==> src/rtl/fetch_stage.sv <==
// Instruction fetch: owns the PC, issues word fetches, buffers responses and feeds decode.
// Latency: request -> response (memory) -> id_valid one cycle after the response is written.
// Backpressure: credit-limited requests (FIFO + outstanding <= FIFO_DEPTH); responses are never stalled.
// Optional feature macro: PAUSE_HALT_EN (stop fetching after decode pops a PAUSE instruction).

// Small synchronous FIFO with flush; storage resets to zero so the head reads 0 out of reset.
// Latency: a write is visible at rd_dat/count the cycle after it is accepted.
// Backpressure: caller must not write when full unless it pops in the same cycle.
module fetch_fifo #(
    parameter int W     = 32,
    parameter int DEPTH = 2
) (
    input  logic                     clk,
    input  logic                     rst_n,
    input  logic                     flush,
    input  logic                     wr_vld,
    input  logic [W-1:0]             wr_dat,
    input  logic                     rd_rdy,
    output logic [W-1:0]             rd_dat,
    output logic [$clog2(DEPTH):0]   count
);
    localparam int AW = $clog2(DEPTH);
    localparam logic [AW:0] FULL_CNT = (AW+1)'(DEPTH);

    logic [W-1:0]  mem_q [DEPTH];
    logic [AW-1:0] wr_ptr;
    logic [AW-1:0] rd_ptr;
    logic          rd_ok;
    logic          wr_ok;

    assign rd_ok  = rd_rdy && (count != '0) && !flush;
    assign wr_ok  = wr_vld && ((count != FULL_CNT) || rd_ok) && !flush;
    assign rd_dat = mem_q[rd_ptr];

    // Storage: written at the tail on an accepted push
    always_ff @(posedge clk or negedge rst_n) begin
        if (!rst_n) begin
            for (int i = 0; i < DEPTH; i++) begin
                mem_q[i] <= '0;
            end
        end else if (wr_ok) begin
            mem_q[wr_ptr] <= wr_dat;
        end
    end

    // Pointers and occupancy; flush empties the queue in one cycle
    always_ff @(posedge clk or negedge rst_n) begin
        if (!rst_n) begin
            wr_ptr <= '0;
            rd_ptr <= '0;
            count  <= '0;
        end else if (flush) begin
            wr_ptr <= '0;
            rd_ptr <= '0;
            count  <= '0;
        end else begin
            if (wr_ok) begin
                wr_ptr <= wr_ptr + AW'(1);
            end
            if (rd_ok) begin
                rd_ptr <= rd_ptr + AW'(1);
            end
            count <= count + (AW+1)'(wr_ok) - (AW+1)'(rd_ok);
        end
    end
endmodule

// Fetch stage top: PC, request credit, PC shadow queue, instruction buffer, redirect handling.
// Latency: id_valid rises one cycle after the response carrying the word.
// Backpressure: id_ready low fills the buffer, which withholds request credit; rsp never stalls.
module fetch_stage #(
    parameter int              XLEN       = 32,
    parameter logic [XLEN-1:0] RESET_PC   = '0,
    parameter int              FIFO_DEPTH = 2
) (
    input  logic            clk,
    input  logic            rst_n,
    output logic            imem_req_valid,
    input  logic            imem_req_ready,
    output logic [XLEN-1:0] imem_req_addr,
    input  logic            imem_rsp_valid,
    input  logic [XLEN-1:0] imem_rsp_data,
    output logic            id_valid,
    input  logic            id_ready,
    output logic [XLEN-1:0] id_instr,
    output logic [XLEN-1:0] id_pc,
    input  logic            redirect_valid,
    input  logic [XLEN-1:0] redirect_pc,
    output logic            halted
);
    localparam int              CW         = $clog2(FIFO_DEPTH) + 1;
    localparam logic [CW:0]     DEPTH_W    = (CW+1)'(FIFO_DEPTH);
    localparam logic [XLEN-1:0] PC_STEP    = XLEN'(4);
    localparam logic [XLEN-1:0] ALIGN_MASK = ~XLEN'(3);

    logic [XLEN-1:0]   pc_q;
    logic              run_q;
    logic [CW-1:0]     drop_cnt_q;
    logic [CW-1:0]     fifo_count;
    logic [CW-1:0]     outstanding;
    logic [XLEN-1:0]   rsp_pc;
    logic [2*XLEN-1:0] head_dat;
    logic              credit_ok;
    logic              req_fire;
    logic              id_fire;
    logic              rsp_drop;
    logic              fifo_push;

    // Every issued request must have a guaranteed buffer slot for its response
    assign credit_ok      = ({1'b0, fifo_count} + {1'b0, outstanding}) < DEPTH_W;
    assign imem_req_valid = run_q && !halted && !redirect_valid && credit_ok;
    assign imem_req_addr  = pc_q;
    assign req_fire       = imem_req_valid && imem_req_ready;

    // Responses belonging to the pre-redirect stream are discarded
    assign rsp_drop  = redirect_valid || (drop_cnt_q != '0);
    assign fifo_push = imem_rsp_valid && !rsp_drop;

    assign id_valid = (fifo_count != '0) && !redirect_valid;
    assign id_fire  = id_valid && id_ready;
    assign id_instr = head_dat[2*XLEN-1:XLEN];
    assign id_pc    = head_dat[XLEN-1:0];

    // PC register; run_q keeps requests off until the first edge after reset release
    always_ff @(posedge clk or negedge rst_n) begin
        if (!rst_n) begin
            pc_q  <= RESET_PC;
            run_q <= 1'b0;
        end else begin
            run_q <= 1'b1;
            if (redirect_valid) begin
                pc_q <= redirect_pc & ALIGN_MASK;
            end else if (req_fire) begin
                pc_q <= pc_q + PC_STEP;
            end
        end
    end

    // Count of in-flight responses still owed to an abandoned stream
    always_ff @(posedge clk or negedge rst_n) begin
        if (!rst_n) begin
            drop_cnt_q <= '0;
        end else if (redirect_valid) begin
            drop_cnt_q <= outstanding - CW'(imem_rsp_valid);
        end else if (imem_rsp_valid && (drop_cnt_q != '0)) begin
            drop_cnt_q <= drop_cnt_q - CW'(1);
        end
    end

    // Issued PCs wait here until their in-order response returns; its depth is the outstanding count
    fetch_fifo #(
        .W     (XLEN),
        .DEPTH (FIFO_DEPTH)
    ) u_pc_shadow (
        .clk    (clk),
        .rst_n  (rst_n),
        .flush  (1'b0),
        .wr_vld (req_fire),
        .wr_dat (pc_q),
        .rd_rdy (imem_rsp_valid),
        .rd_dat (rsp_pc),
        .count  (outstanding)
    );

    // Instruction buffer holding {instr, pc} pairs for decode
    fetch_fifo #(
        .W     (2*XLEN),
        .DEPTH (FIFO_DEPTH)
    ) u_instr_buf (
        .clk    (clk),
        .rst_n  (rst_n),
        .flush  (redirect_valid),
        .wr_vld (fifo_push),
        .wr_dat ({imem_rsp_data, rsp_pc}),
        .rd_rdy (id_fire),
        .rd_dat (head_dat),
        .count  (fifo_count)
    );

`ifdef PAUSE_HALT_EN
    localparam logic [6:0] OPC_PAUSE = 7'b0001111;
    logic halted_q;

    // Halt after decode consumes a PAUSE; only a redirect restarts fetch
    always_ff @(posedge clk or negedge rst_n) begin
        if (!rst_n) begin
            halted_q <= 1'b0;
        end else if (redirect_valid) begin
            halted_q <= 1'b0;
        end else if (id_fire && (id_instr[6:0] == OPC_PAUSE)) begin
            halted_q <= 1'b1;
        end
    end

    assign halted = halted_q;
`else
    assign halted = 1'b0;
`endif
endmodule

==> config.mk <==
export PLATFORM = sky130hd
export DESIGN_NAME = fetch_stage
export DESIGN_NICKNAME = d
export VERILOG_FILES = /design/src/rtl/fetch_stage.sv
export SDC_FILE = /design/constraint.sdc
export NUM_CORES = 1
export LEC_CHECK = 0
export CAP_MARGIN = 20
export CORE_MARGIN = 1.5
export CORE_UTILIZATION = 41
export CTS_CLUSTER_DIAMETER = 60
export DETAILED_ROUTE_END_ITERATION = 8
export GPL_TIMING_DRIVEN = 0
export HOLD_SLACK_MARGIN = 0.12
export PLACE_DENSITY_LB_ADDON = 0.15
export SETUP_SLACK_MARGIN = 0.4
export SLEW_MARGIN = 40
export SYNTH_ARGS = -nofsm -noshare
export SYNTH_HDL_FRONTEND = slang
export SYNTH_SLANG_ARGS = --single-unit
==> constraint.sdc <==
create_clock -name clk -period 3.1 [get_ports clk]
set_input_delay 0.62 -clock clk [delete_from_list [all_inputs] [get_ports clk]]
set_output_delay 0.62 -clock clk [all_outputs]
set_load 0.02 [all_outputs]
==> impl_results.md <==
- Outcome: finished clean
- Sw frac: 32.4%
- Routability cong.: 0.770
- Critical Path Fanout Max: 10
- Clock tree root driver cell: clkbuf_16
- Sequential fraction of design power: 38.2%
- Kind of launch point of the worst setup path: register
- Area overhead of the layout relative to synthesis: 32.8%
- Crit path max-delay cell type: fa_1
- Final-layout setup total negative slack: 0 ns
- Data required time at the worst endpoint: 3.49 ns
- Switch Pwr: 4110 uW
- Max Clock Skew: 0.0133 ns
- Tightest Pin Transition: 0.786 ns
- Arrival time worst endpoint: 3.08 ns
- CP max stage delay: 0.48 ns
- Detailed placer's ending HPWL: 17.7 mm
- ANT cells: 0
- Fill cell total of the finished layout: 2,154
- Combinational power share: 35.8%
- Unrepaired setup endpoints after global routing: yes
- Fraction of layout cells with a size suffix above 1: 28.9%
- Largest buffer count on any clock path: 3
- Buffer and inverter count on the worst path: 2
- Final critical path time including I/O delays and setup: 2.69 ns
- Final setup viols: 0
- Worst-path clk slew: 0.06 ns
- Maximum VDD drop: 0.609 mV
- Most frequently used flop master after synthesis: dfrtp_1
- Clock buffers created by TritonCTS: 26
- Power per standard cell area: 934 nW/um2
- Horizontal die dimension: 161 um
- Total cell area at the placement stage: 12,300 um2
- Clock power frac: 26.0%
- Endpoint type of the worst setup path: register
- Number of global-route vias before repair: 7,485
- Cell taking the most area after synthesis: dfrtp_1
- Share of the synthesized area in the top cell type: 55.1%
- Critical-path cell list: inv_2 > nor2_4 > fa_1 > nand4bb_1 > nor3_2 > and2_1 > clkbuf_4 > mux2_2
- Post-detailed-route DRC marker count: 0
- Highest clock frequency the design can meet: 372 MHz
- First DRT Iteration DRCs: 288
- Max_slew headroom: 47.6%
- Number of instances in the synthesized netlist: 840
- Die Area: 25,900 um2
- Clock Sink Count: 225
- Number of antenna violations at the first check in global routing: 0
- Count of flip-flops with a built-in enable after synthesis: 0
- Critical path type: reg -> reg
- Synthesized area: 10,200 um2
- Input/output buffers: 161
- Number of H-tree levels: 1
- Yosys warning total: 0
- Ports placed on the boundary: 169
- Avg Synthesized Cell Area: 12.2 um2
- Overall track demand over capacity in global routing: 20.1%
- Insertion delay to the later sink of the worst-skew pair: 0.52 ns
- Global-route congestion overflow total: 0
- Internal power consumption: 8570 uW
- Sequential-to-total area share from yosys stat: 55.1%
- Hold Violations, Final: 0
- Count of final max-slew check failures: 0
- First-pass GRT wire length: 41.5 mm
- Total iterations of the first detailed-routing run: 4
- Crit share post-route: 86.8%
- Leakage dissipation: 0.00600 uW
- Core region area: 24,400 um2
- Via total after detailed routing: 7,251
- Asr flop ratio synth: 100%
- Max Cap Viol: 0
- Remaining antenna violation count: 0
- FP Rows: 57
- Most frequent cell after synthesis: dfrtp_1
- Area contributors post-synth: dfrtp_1, mux2_2, mux2i_1
- Finished layout cell area: 13,600 um2
- Top delay family on crit path: simple AND/OR/NAND/NOR gates
- Height of the die: 161 um
- HP Class: reg -> reg
- Final WL: 25.7 mm
- Most frequent cells after synthesis: dfrtp_1, mux2_2, nor2_1
- Number of flip-flops and latches in the synthesized netlist: 225
- Post-DR wirelength/cell: 18.4 um
- Routed via count divided by cell count: 5.19
- Nets: 1,132
- Pin count of the biggest net entering global routing: 67
- CTS tree: built
- Starting density of the core: 41.9%
- Number of distinct library cells after synthesis: 48
==> power by group through the flow <==
stage	Combinational (uW)	Sequential, uW	Clock (uW)
2_1_floorplan	3060	4710	0
3_3_place_gp	4700	4850	0
3_5_place_dp	4760	4890	0
4_1_cts	4530	4850	3370
5_1_grt	4950	5020	3500
6_report	4540	4850	3290
==> placed cells by master (no fill, tap or decap), types with 4 or more instances in the layout <==
cell type / netlist / layout
dfrtp_1: 225 / 225
mux2_2: 186 / 186
clkdlybuf4s50_1: 0 / 99
nor2_1: 85 / 84
a21oi_1: 62 / 62
dlygate4sd2_1: 0 / 59
mux2i_1: 32 / 32
clkbuf_16: 0 / 27
nand2_1: 26 / 26
buf_4: 6 / 23
clkbuf_1: 29 / 21
buf_2: 20 / 16
a31oi_1: 16 / 15
clkbuf_8: 0 / 15
o21ai_0: 14 / 14
nand3_1: 12 / 12
or4_1: 16 / 12
nand4_1: 10 / 10
xor2_1: 9 / 9
xnor2_1: 8 / 8
inv_1: 9 / 7
o31ai_1: 12 / 7
ha_1: 7 / 7
conb_1: 2 / 6
and4_1: 5 / 5
clkbuf_4: 0 / 4
clkbuf_2: 1 / 4
buf_1: 4 / 4
buf_6: 2 / 4
and3_1: 4 / 4
o31ai_2: 0 / 4
or4_4: 0 / 4
bufinv_16: 0 / 4
==> sequential cells by signal (all words and copies together), names as in the netlist <==
name and count:
u_instr_buf.count 2, imem_req_addr 30, u_pc_shadow.mem_q 60, u_pc_shadow.wr_ptr 1
u_pc_shadow.rd_ptr 1, u_instr_buf.wr_ptr 1, run_q 1, drop_cnt_q 2
u_instr_buf.rd_ptr 1, u_instr_buf.mem_q 124, u_pc_shadow.count 2
==> metrics by stage <==
stage               hold slack, ns  cells  setup WS [ns]  utilization (%)  total power [uW]
floorplan                    0.324    844          0.693                -              7770
global placement             0.473   1329          -8.48             50.3              9550
detailed placement           0.480   1332         -0.275             50.6              9650
CTS                          0.503   1382          0.326             54.7             12700
global route                 0.513   1397          0.318             55.7             13500
finish                       0.501   1397          0.409             55.7             12700
==> cells by family after synthesis <==
family	share of synthesized area, %
AO/OA/AOI/OAI	6.46
XOR/XNOR	1.46
adder cells (fa/ha/maj)	1.05
buffers and inverters	3.23
flip-flops	55.1
multiplexers	23.6
other	0.0734
AND/OR/NAND/NOR	9.05
==> routing by layer <==
layer | global-route usage [%] | vias up | wire length, um | share of wire, %
met3 | 4.21 | 40 | 1500 | 5.8
met1 | 28.0 | 3600 | 11800 | 46
met2 | 32.0 | 177 | 12000 | 47
met4 | 5.39 | 0 | 457 | 1.8
li1 | - | 3434 | - | -
met5 | 0 | - | 0 | 0
==> cell type report <==
type,count,area [um2],area share [%]
buffer,62,399,2.94
clock buffer,40,805,5.92
clock inverter,7,141,1.04
inverter,9,33.8,0.249
multi-input combinational,548,4390,32.3
sequential,225,5630,41.4
tap,324,405,2.98
timing repair buffer,182,1780,13.1
==> worst paths after layout <==
check	start	endpoint	slack, ns	depth (start not counted)
max in group asynchronous	rst_n	u_pc_shadow.mem_q[48]$_DFFE_PN0P_	1.51	4
max reg2reg	u_instr_buf.count[0]$_DFF_PN0_	u_pc_shadow.mem_q[31]$_DFFE_PN0P_	0.41	8
min reg2reg	u_instr_buf.mem_q[127]$_DFFE_PN0P_	u_instr_buf.mem_q[127]$_DFFE_PN0P_	0.50	1
max	u_instr_buf.count[0]$_DFF_PN0_	u_pc_shadow.mem_q[31]$_DFFE_PN0P_	0.41	8
min in group asynchronous	rst_n	u_instr_buf.mem_q[105]$_DFFE_PN0P_	0.60	2
min	u_instr_buf.mem_q[127]$_DFFE_PN0P_	u_instr_buf.mem_q[127]$_DFFE_PN0P_	0.50	1
==> repair_timing <==
item,in CTS,in global routing
hold buffers,1,0
cloned,0,1
setup endpoints to repair,131,105
buffers inserted,2,14
endpoints found under the hold margin,44,0
gates resized for setup,97,34
pin swaps,1,20
No activity file was read; power rests on OpenSTA's default activity.
